===== config.mk =====
export PLATFORM = sky130hd
export DESIGN_NAME = vga_sync_gen
export DESIGN_NICKNAME = d
export VERILOG_FILES = /design/src/rtl/vga_sync_gen.sv
export SDC_FILE = /design/constraint.sdc
export NUM_CORES = 1
export LEC_CHECK = 0
export CORE_MARGIN = 3
export CORE_UTILIZATION = 45
export CTS_CLUSTER_DIAMETER = 40
export CTS_CLUSTER_SIZE = 12
export DETAILED_ROUTE_END_ITERATION = 8
export GPL_ROUTABILITY_DRIVEN = 0
export PLACE_DENSITY = 0.81
export SYNTH_ARGS = -nofsm -noshare
export SYNTH_HDL_FRONTEND = slang
export SYNTH_SLANG_ARGS = --single-unit

===== constraint.sdc =====
create_clock -name clk -period 1.78 [get_ports clk]
set_input_delay 0.178 -clock clk [delete_from_list [all_inputs] [get_ports clk]]
set_output_delay 0.178 -clock clk [all_outputs]
set_load 0.02 [all_outputs]

===== src/rtl/vga_sync_gen.sv =====
// Raster timing generator: column/row counters, syncs, visible, strobes.
// Optional 16-bit frame counter enabled by VGA_SYNC_FRAME_COUNT_EN.
module vga_sync_gen #(
  parameter int unsigned H_VISIBLE  = 640,
  parameter int unsigned H_FRONT    = 16,
  parameter int unsigned H_SYNC     = 96,
  parameter int unsigned H_BACK     = 48,
  parameter int unsigned V_VISIBLE  = 480,
  parameter int unsigned V_FRONT    = 10,
  parameter int unsigned V_SYNC     = 2,
  parameter int unsigned V_BACK     = 33,
  parameter logic        H_SYNC_POL = 1'b0,
  parameter logic        V_SYNC_POL = 1'b0,
  localparam int unsigned H_WHOLE =
    H_VISIBLE + H_FRONT + H_SYNC + H_BACK,
  localparam int unsigned V_WHOLE =
    V_VISIBLE + V_FRONT + V_SYNC + V_BACK,
  localparam int COLUMN_BITS = $clog2(H_WHOLE),
  localparam int ROW_BITS    = $clog2(V_WHOLE)
) (
  input  logic                   clk,
  input  logic                   reset_n,
  input  logic                   enable,
  output logic [COLUMN_BITS-1:0] column,
  output logic [ROW_BITS-1:0]    row,
  output logic                   hsync,
  output logic                   vsync,
  output logic                   visible,
  output logic                   line_start,
`ifdef VGA_SYNC_FRAME_COUNT_EN
  output logic                   frame_start,
  output logic [15:0]            frame_count
`else
  output logic                   frame_start
`endif
);

  localparam int unsigned H_SS = H_VISIBLE + H_FRONT;
  localparam int unsigned H_SE = H_SS + H_SYNC;
  localparam int unsigned V_SS = V_VISIBLE + V_FRONT;
  localparam int unsigned V_SE = V_SS + V_SYNC;

  localparam logic [COLUMN_BITS-1:0] H_LAST =
    COLUMN_BITS'(H_WHOLE - 1);
  localparam logic [ROW_BITS-1:0] V_LAST =
    ROW_BITS'(V_WHOLE - 1);

  logic                   col_last;
  logic                   row_last;
  logic [COLUMN_BITS-1:0] col_nxt;
  logic [ROW_BITS-1:0]    row_nxt;
  logic                   hs_on;
  logic                   vs_on;
  logic                   vis_nxt;

  always_comb begin
    col_last = (column == H_LAST);
    row_last = (row == V_LAST);
    col_nxt  = col_last ? '0 : column + COLUMN_BITS'(1);
    row_nxt  = row;
    if (col_last)
      row_nxt = row_last ? '0 : row + ROW_BITS'(1);
    // decode on next-state counters so levels line up with coordinates
    hs_on   = (32'(col_nxt) >= H_SS) && (32'(col_nxt) < H_SE);
    vs_on   = (32'(row_nxt) >= V_SS) && (32'(row_nxt) < V_SE);
    vis_nxt = (32'(col_nxt) < H_VISIBLE) &&
              (32'(row_nxt) < V_VISIBLE);
  end

  always_ff @(posedge clk or negedge reset_n) begin
    if (!reset_n) begin
      column      <= '0;
      row         <= '0;
      hsync       <= ~H_SYNC_POL;
      vsync       <= ~V_SYNC_POL;
      visible     <= 1'b1;
      line_start  <= 1'b0;
      frame_start <= 1'b0;
    end else if (enable) begin
      column      <= col_nxt;
      row         <= row_nxt;
      hsync       <= hs_on ? H_SYNC_POL : ~H_SYNC_POL;
      vsync       <= vs_on ? V_SYNC_POL : ~V_SYNC_POL;
      visible     <= vis_nxt;
      line_start  <= col_last;
      frame_start <= col_last && row_last;
    end else begin
      line_start  <= 1'b0;
      frame_start <= 1'b0;
    end
  end

`ifdef VGA_SYNC_FRAME_COUNT_EN
  always_ff @(posedge clk or negedge reset_n) begin
    if (!reset_n)
      frame_count <= '0;
    else if (enable && col_last && row_last)
      frame_count <= frame_count + 16'd1;
  end
`endif

endmodule

; ---- Yosys cells after proc, flatten, opt, wreduce, memory -nomap -nowiden
; Cells that the tools add are included.
[word_totals]
regBits = 25
output_inout_bits = 25
[op_classes]
addsub = 2
magnitude_cmp = 6
eq_ne = 2
mux = 7
reduce_logical = 4
[ops]
columns = op, count
row1 = 10-bit 2-to-1 mux, 3
row2 = "10-bit by 1-bit adder with 10-bit output, second input constant", 2
row3 = "10-bit == test, second input constant", 2
row4 = "10-bit < comparator, second input constant", 2
row5 = "10-bit by 9-bit < comparator with 1-bit output, second input constant", 2
row6 = "10-bit greater-or-equal comparator, second input constant", 1
row7 = "10-bit by 9-bit greater-or-equal comparator with 1-bit output, second input constant", 1
row8 = 1-bit logical AND, 4
row9 = 1-bit 2-to-1 mux, 4

; ---- Logic depth before layout (Yosys ltp)
[logic_depth]
ltp_word = 6
mapped_depth = 8
mapped_depth_nobuf = 7

; ---- Worst setup path after synthesis
; OpenSTA, ideal clock, no wires.
[synth_path]
kind = reg2reg
startpoint = register column[5]
endpoint = register visible
setup_ps = 97
t_arrival_ps = 2001
slack_ps = -318
stages_incl_launch_ff = 8
path_cell_list = dfrtp_1 -> buf_6 -> or3b_4 -> buf_6 -> or3_4 -> o21ai_2 -> a211oi_2 -> o41ai_2
[synth_via]
elab_chain_cells = 4
[synth_lines]
columns = element, line_no
row1 = "start, declared", 24  ; output logic [COLUMN_BITS-1:0] column,
row2 = "start signal, assigned", 80  ; column <= col_nxt;
row3 = 10-bit by 1-bit adder with 10-bit output or 10-bit == test (tied branches), "59, 57"
row4 = "10-bit 2-to-1 mux, on equally long branches", "59, 61"
row5 = 10-bit < comparator or 10-bit by 9-bit < comparator with 1-bit output (tied branches), "66, 67"
row6 = 1-bit logical AND (*), 66  ; vis_nxt = (32'(col_nxt) < H_VISIBLE) &&
row7 = "end signal, assigned", 84  ; visible <= vis_nxt;
row8 = "end, declared", 28  ; output logic visible,
; Mark *: on every way between the ends. The rest lies on a longest branch, timed or not.
; A chain may end at the register's enable or synchronous reset.

; ---- Final worst setup path
[layout_path]
startpoint = register column[0]
endpoint = register vsync
[layout_via]
elab_chain_cells = 5
[layout_lines]
columns = element, line_no
row1 = 10-bit == test (*), 57  ; col_last = (column == H_LAST);
row2 = 10-bit 2-to-1 mux (*), 61  ; if (col_last)
row3 = 10-bit by 9-bit greater-or-equal comparator with 1-bit output or 10-bit by 9-bit < comparator with 1-bit output (tied branches), 65  ; vs_on = (32'(row_nxt) >= V_SS) && (32'(row_nxt) < V_SE);
row4 = 1-bit logical AND (*), 65
row5 = 1-bit 2-to-1 mux (*), 83  ; vsync <= vs_on ? V_SYNC_POL : ~V_SYNC_POL;
row6 = "end signal, assigned", 75  ; vsync <= ~V_SYNC_POL;
row7 = "end signal, assigned", 83
row8 = "end, declared", 27  ; output logic vsync,
; Marks and branches as above.

==> qor.tcl <==
set qor(final-seq-area_um2) 637
set qor(cts.sinks) 25
set qor(grt_remaining_overflow) 0
set qor(timing.critical_path.from) {column[0]}
set qor(dr.first_iter.drc_count) 262
set qor(worst_case_clock_buffer_depth) 2
set qor(synth-async-reset-ratio_pct) 100
set qor(area_of_the_placeable_core_um2) 3470
set qor(post-place-cells) 288
set qor(io_pins) 28
set qor(fill_cells) 210
set qor(final.setup_skew_ns) 0.00323
set qor(dieWidth_um) 67.0
set qor(maxCapViolations) 0
set qor(timing.critical_path.to) {vsync}
set qor(clock_insertion_delay_worst_skew_ns) 0.28
set qor(crit_path_top_delay_cell) {dfrtp_2}
set qor(tritoncts.num_buffers) 3
set qor(required_ns) 1.97
set qor(cts_tree) {yes}
set qor(cp.buffers_inverters) 4
set qor(post-route-period-util_pct) 120
set qor(total_area_of_multi_input_combinational_cells_um2) 1170
set qor(worst-setup-path-type) {reg2reg}
set qor(cp.depth) 10
set qor(reg2reg_depth) 10
set qor(grt_pass1_vias) 1573
set qor(routed_wire_length_per_instance_um) 19.5
set qor(num-nets-final) 265
set qor(die_h_um) 67.0
set qor(synthDominantAreaCellType) {dfrtp_1}
set qor(clock_tree.htree_level_count) 1
set qor(dominantRegCellSynth) {dfrtp_1}
set qor(synthesis.nets) 193
set qor(drc_markers) 0
set qor(port_buffers) 27
set qor(clk_transition_reported_paths_ns) 0.10
set qor(drt_wl_total_mm) 5.92
set qor(setup.reg_to_reg.worst_slack_ns) -0.36
set qor(final-hold-violation-count) 0
set qor(post-synth-top-area-fraction_pct) 32.8
set qor(synth.avg_cell_area_um2) 9.01
set qor(start_util_pct) 48.3
set qor(grt_pass1_wl_mm) 7.61
set qor(critical_path_cell_list) {ha_4 > nand4_1 > buf_6 > buf_12 > nor3_4 > buf_4 > buf_4 > nand4b_1 > o21ai_0 > a31oi_1}
set qor(grt_usage_pct) 22.5
set qor(clock.fmax_ghz) 0.467
set qor(area.growth.synth_to_final_pct) 58.4
set qor(failed_checks) {negative setup slack}
set qor(layout_cells_sized_above_1_pct) 42.4
set qor(finalCoreUtilization_pct) 76.6
set qor(worst_setup_path_end_kind) {flip-flop}
set qor(worst_path_largest_cell_delay_ns) 0.40
set qor(syn_inst) 186
set qor(cp_common_cell) {buf_4}
set qor(post_synth_edffs) 0
set qor(worst_ep_arrival_time_ns) 2.33
set qor(totalNegativeSetupSlack_ns) -2.30
set qor(fp.dieArea_um2) 4490
set qor(timing.critical_path.from_type) {flip-flop}
set qor(cts.root.buffer_cell) {clkbuf_8}
set qor(path_delay_family) {buffers and inverters}
set qor(timing.final.crit_period_ns) 2.14
set qor(setup_repair_after_global_routing_missed_its_margin) {true}
set qor(power_per_cell_area_nw_per_um2) 691
set qor(final_critical_path_setup_slack_ns) -0.362
set qor(drt_pre_antenna_iters) 4
set qor(pin_count_of_the_biggest_net_entering_global_routing) 26
set qor(synth.yosys.warnings) 0
set qor(synth_seq_cells) 25
set qor(max_slew_margin_pct) 69.7
set qor(drt-vias-per-instance) 6.17
set qor(drtAntennaViolNets) 0
set qor(synth.cells.most_frequent) {22 x dfrtp_1, 22 x nand2_1, 13 x nor2_1}
set qor(run_status) {finished, violations left}
set qor(ir_drop_mv) 0.867
set qor(detailed_place.area_um2) 2290
set qor(synth.top_cells.by_area) {dfrtp_1 33%, nand2_1 4.9%, dfstp_2 4.7%, xnor2_1 4.2%, o21ai_0 3.6%}
set qor(min_path_type) {in2async}
set qor(power_mw) 1.83
set qor(synth_seq_area_share_pct) 37.5
set qor(placement_rows) 21
set qor(area_of_the_mapped_netlist_um2) 1680
set qor(timing.rr.end) {vsync}
set qor(finalMaxSlewViolations) 0
set qor(startpoint_of_the_worst_slack_reg_to_reg_timing_path) {column[0]}
set qor(synth.distinct_cells) 56
set qor(stdcell_count) 303
set qor(antenna_cells_inserted) 0
set qor(power_leakage_nw) 1.04
set qor(largest_fanout_of_any_net_on_the_critical_path) 6
set qor(worstMarginPinSlew_ns) 0.451
set qor(setup_violations) 16
set qor(detailedPlacementHpwl_mm) 3.28
set qor(finish.instance_area_um2) 2660
set qor(grt_antenna_before_repair) 0
set qor(routed-via-count) 1869
[metal layers]
metal,vias to the layer above,wire [µm],global-route usage [%]
li1,830,-,-
met1,910,2510,32.1
met2,107,2800,33.4
met3,22,393,2.87
met4,0,209,10.4
met5,-,0,0
[repair_timing]
action                     4_1_cts  5_1_grt
setup endpoints to repair       11       18
pin swaps                        1       15
hold buffers                     0        0
setup buffers                    1       11
resized for setup                6       44
[cells in the final DEF, fill, tap and decap left out, types with 2 or more instances in the layout]
cell | netlist | final
nor4_1 | 5 | 2
nand3_1 | 7 | 5
dfrtp_1 | 22 | 16
inv_1 | 9 | 8
and3_1 | 3 | 2
xnor2_1 | 8 | 8
nand2_4 | 0 | 2
nand2b_1 | 3 | 2
and4_1 | 2 | 2
buf_6 | 2 | 6
nor4_2 | 1 | 2
o21ai_1 | 0 | 3
a31oi_1 | 5 | 4
buf_12 | 0 | 2
nand2_1 | 22 | 19
o31ai_1 | 4 | 2
buf_4 | 1 | 44
mux2_2 | 3 | 2
a21oi_2 | 0 | 2
nand4_1 | 3 | 3
a211oi_1 | 2 | 2
dfrtp_2 | 0 | 6
dfstp_2 | 3 | 3
nand2_2 | 1 | 2
nor2_1 | 13 | 12
o31ai_4 | 0 | 2
nand4b_1 | 2 | 2
clkdlybuf4s50_1 | 0 | 27
o21ai_0 | 12 | 4
a21o_1 | 3 | 3
mux2i_1 | 4 | 4
ha_1 | 4 | 3
clkbuf_8 | 0 | 3
nor4_4 | 0 | 2
o21ai_2 | 1 | 5
nor3_1 | 4 | 3
[cell families after synthesis]
family	synth area share [%]
compound gates	19.6
xor+xnor	4.18
fa+ha+maj	2.99
buf+inv	5.97
flops	37.5
mux	4.40
simple gates	25.3
[layout make-up]
cell class	count	share of cell area, %
clock buffer	3	1.56
clock inverter	1	0.283
inverter	9	1.37
multi-input combinational	140	44.0
sequential	25	24.0
tap	46	2.17
timing repair buffer	79	26.7
[worst register-to-register path: cells and delay by family (launching register included)]
family | cells | cell delay, ns
and+or+nand+nor | 3 | 0.52
AOI/OAI and AO/OA | 2 | 0.40
buffers and inverters | 4 | 0.60
DFF | 1 | 0.40
adders and majority gates | 1 | 0.14
[where the power goes]
| part | total [mW] | internal [mW] | switching (mW) | leakage [nW] |
|---|---|---|---|---|
| clock network | 0.368 | 0.159 | 0.208 | 0.0217 |
| logic | 0.789 | 0.376 | 0.414 | 0.719 |
| registers | 0.677 | 0.631 | 0.0468 | 0.304 |
| total | 1.83 | 1.17 | 0.668 | 1.04 |
[flip-flops by register name (all words and copies together), names as in the netlist]
register / count
visible: 1
column: 10
vsync: 1
frame_start: 1
hsync: 1
row: 10
line_start: 1
[stage by stage]
step / setup WS, ns / hold slack (ns)
after floorplan: -0.236 / -0.118
after global routing: -0.454 / 0.271
after global placement: -0.103 / 0.486
final: -0.362 / 0.259
after CTS: -0.141 / 0.263
after detailed placement: -0.134 / 0.484
[worst min-delay path by stage]
stage | end | startpoint | cells past startpoint
2_1_floorplan | column[0] | reset_n | 0
3_3_place_gp | hsync | hsync | 2
3_5_place_dp | hsync | hsync | 2
4_1_cts | row[1] | reset_n | 2
5_1_grt | row[1] | reset_n | 2
6_report | frame_start | reset_n | 2
Power figures use the tool's default switching activity.
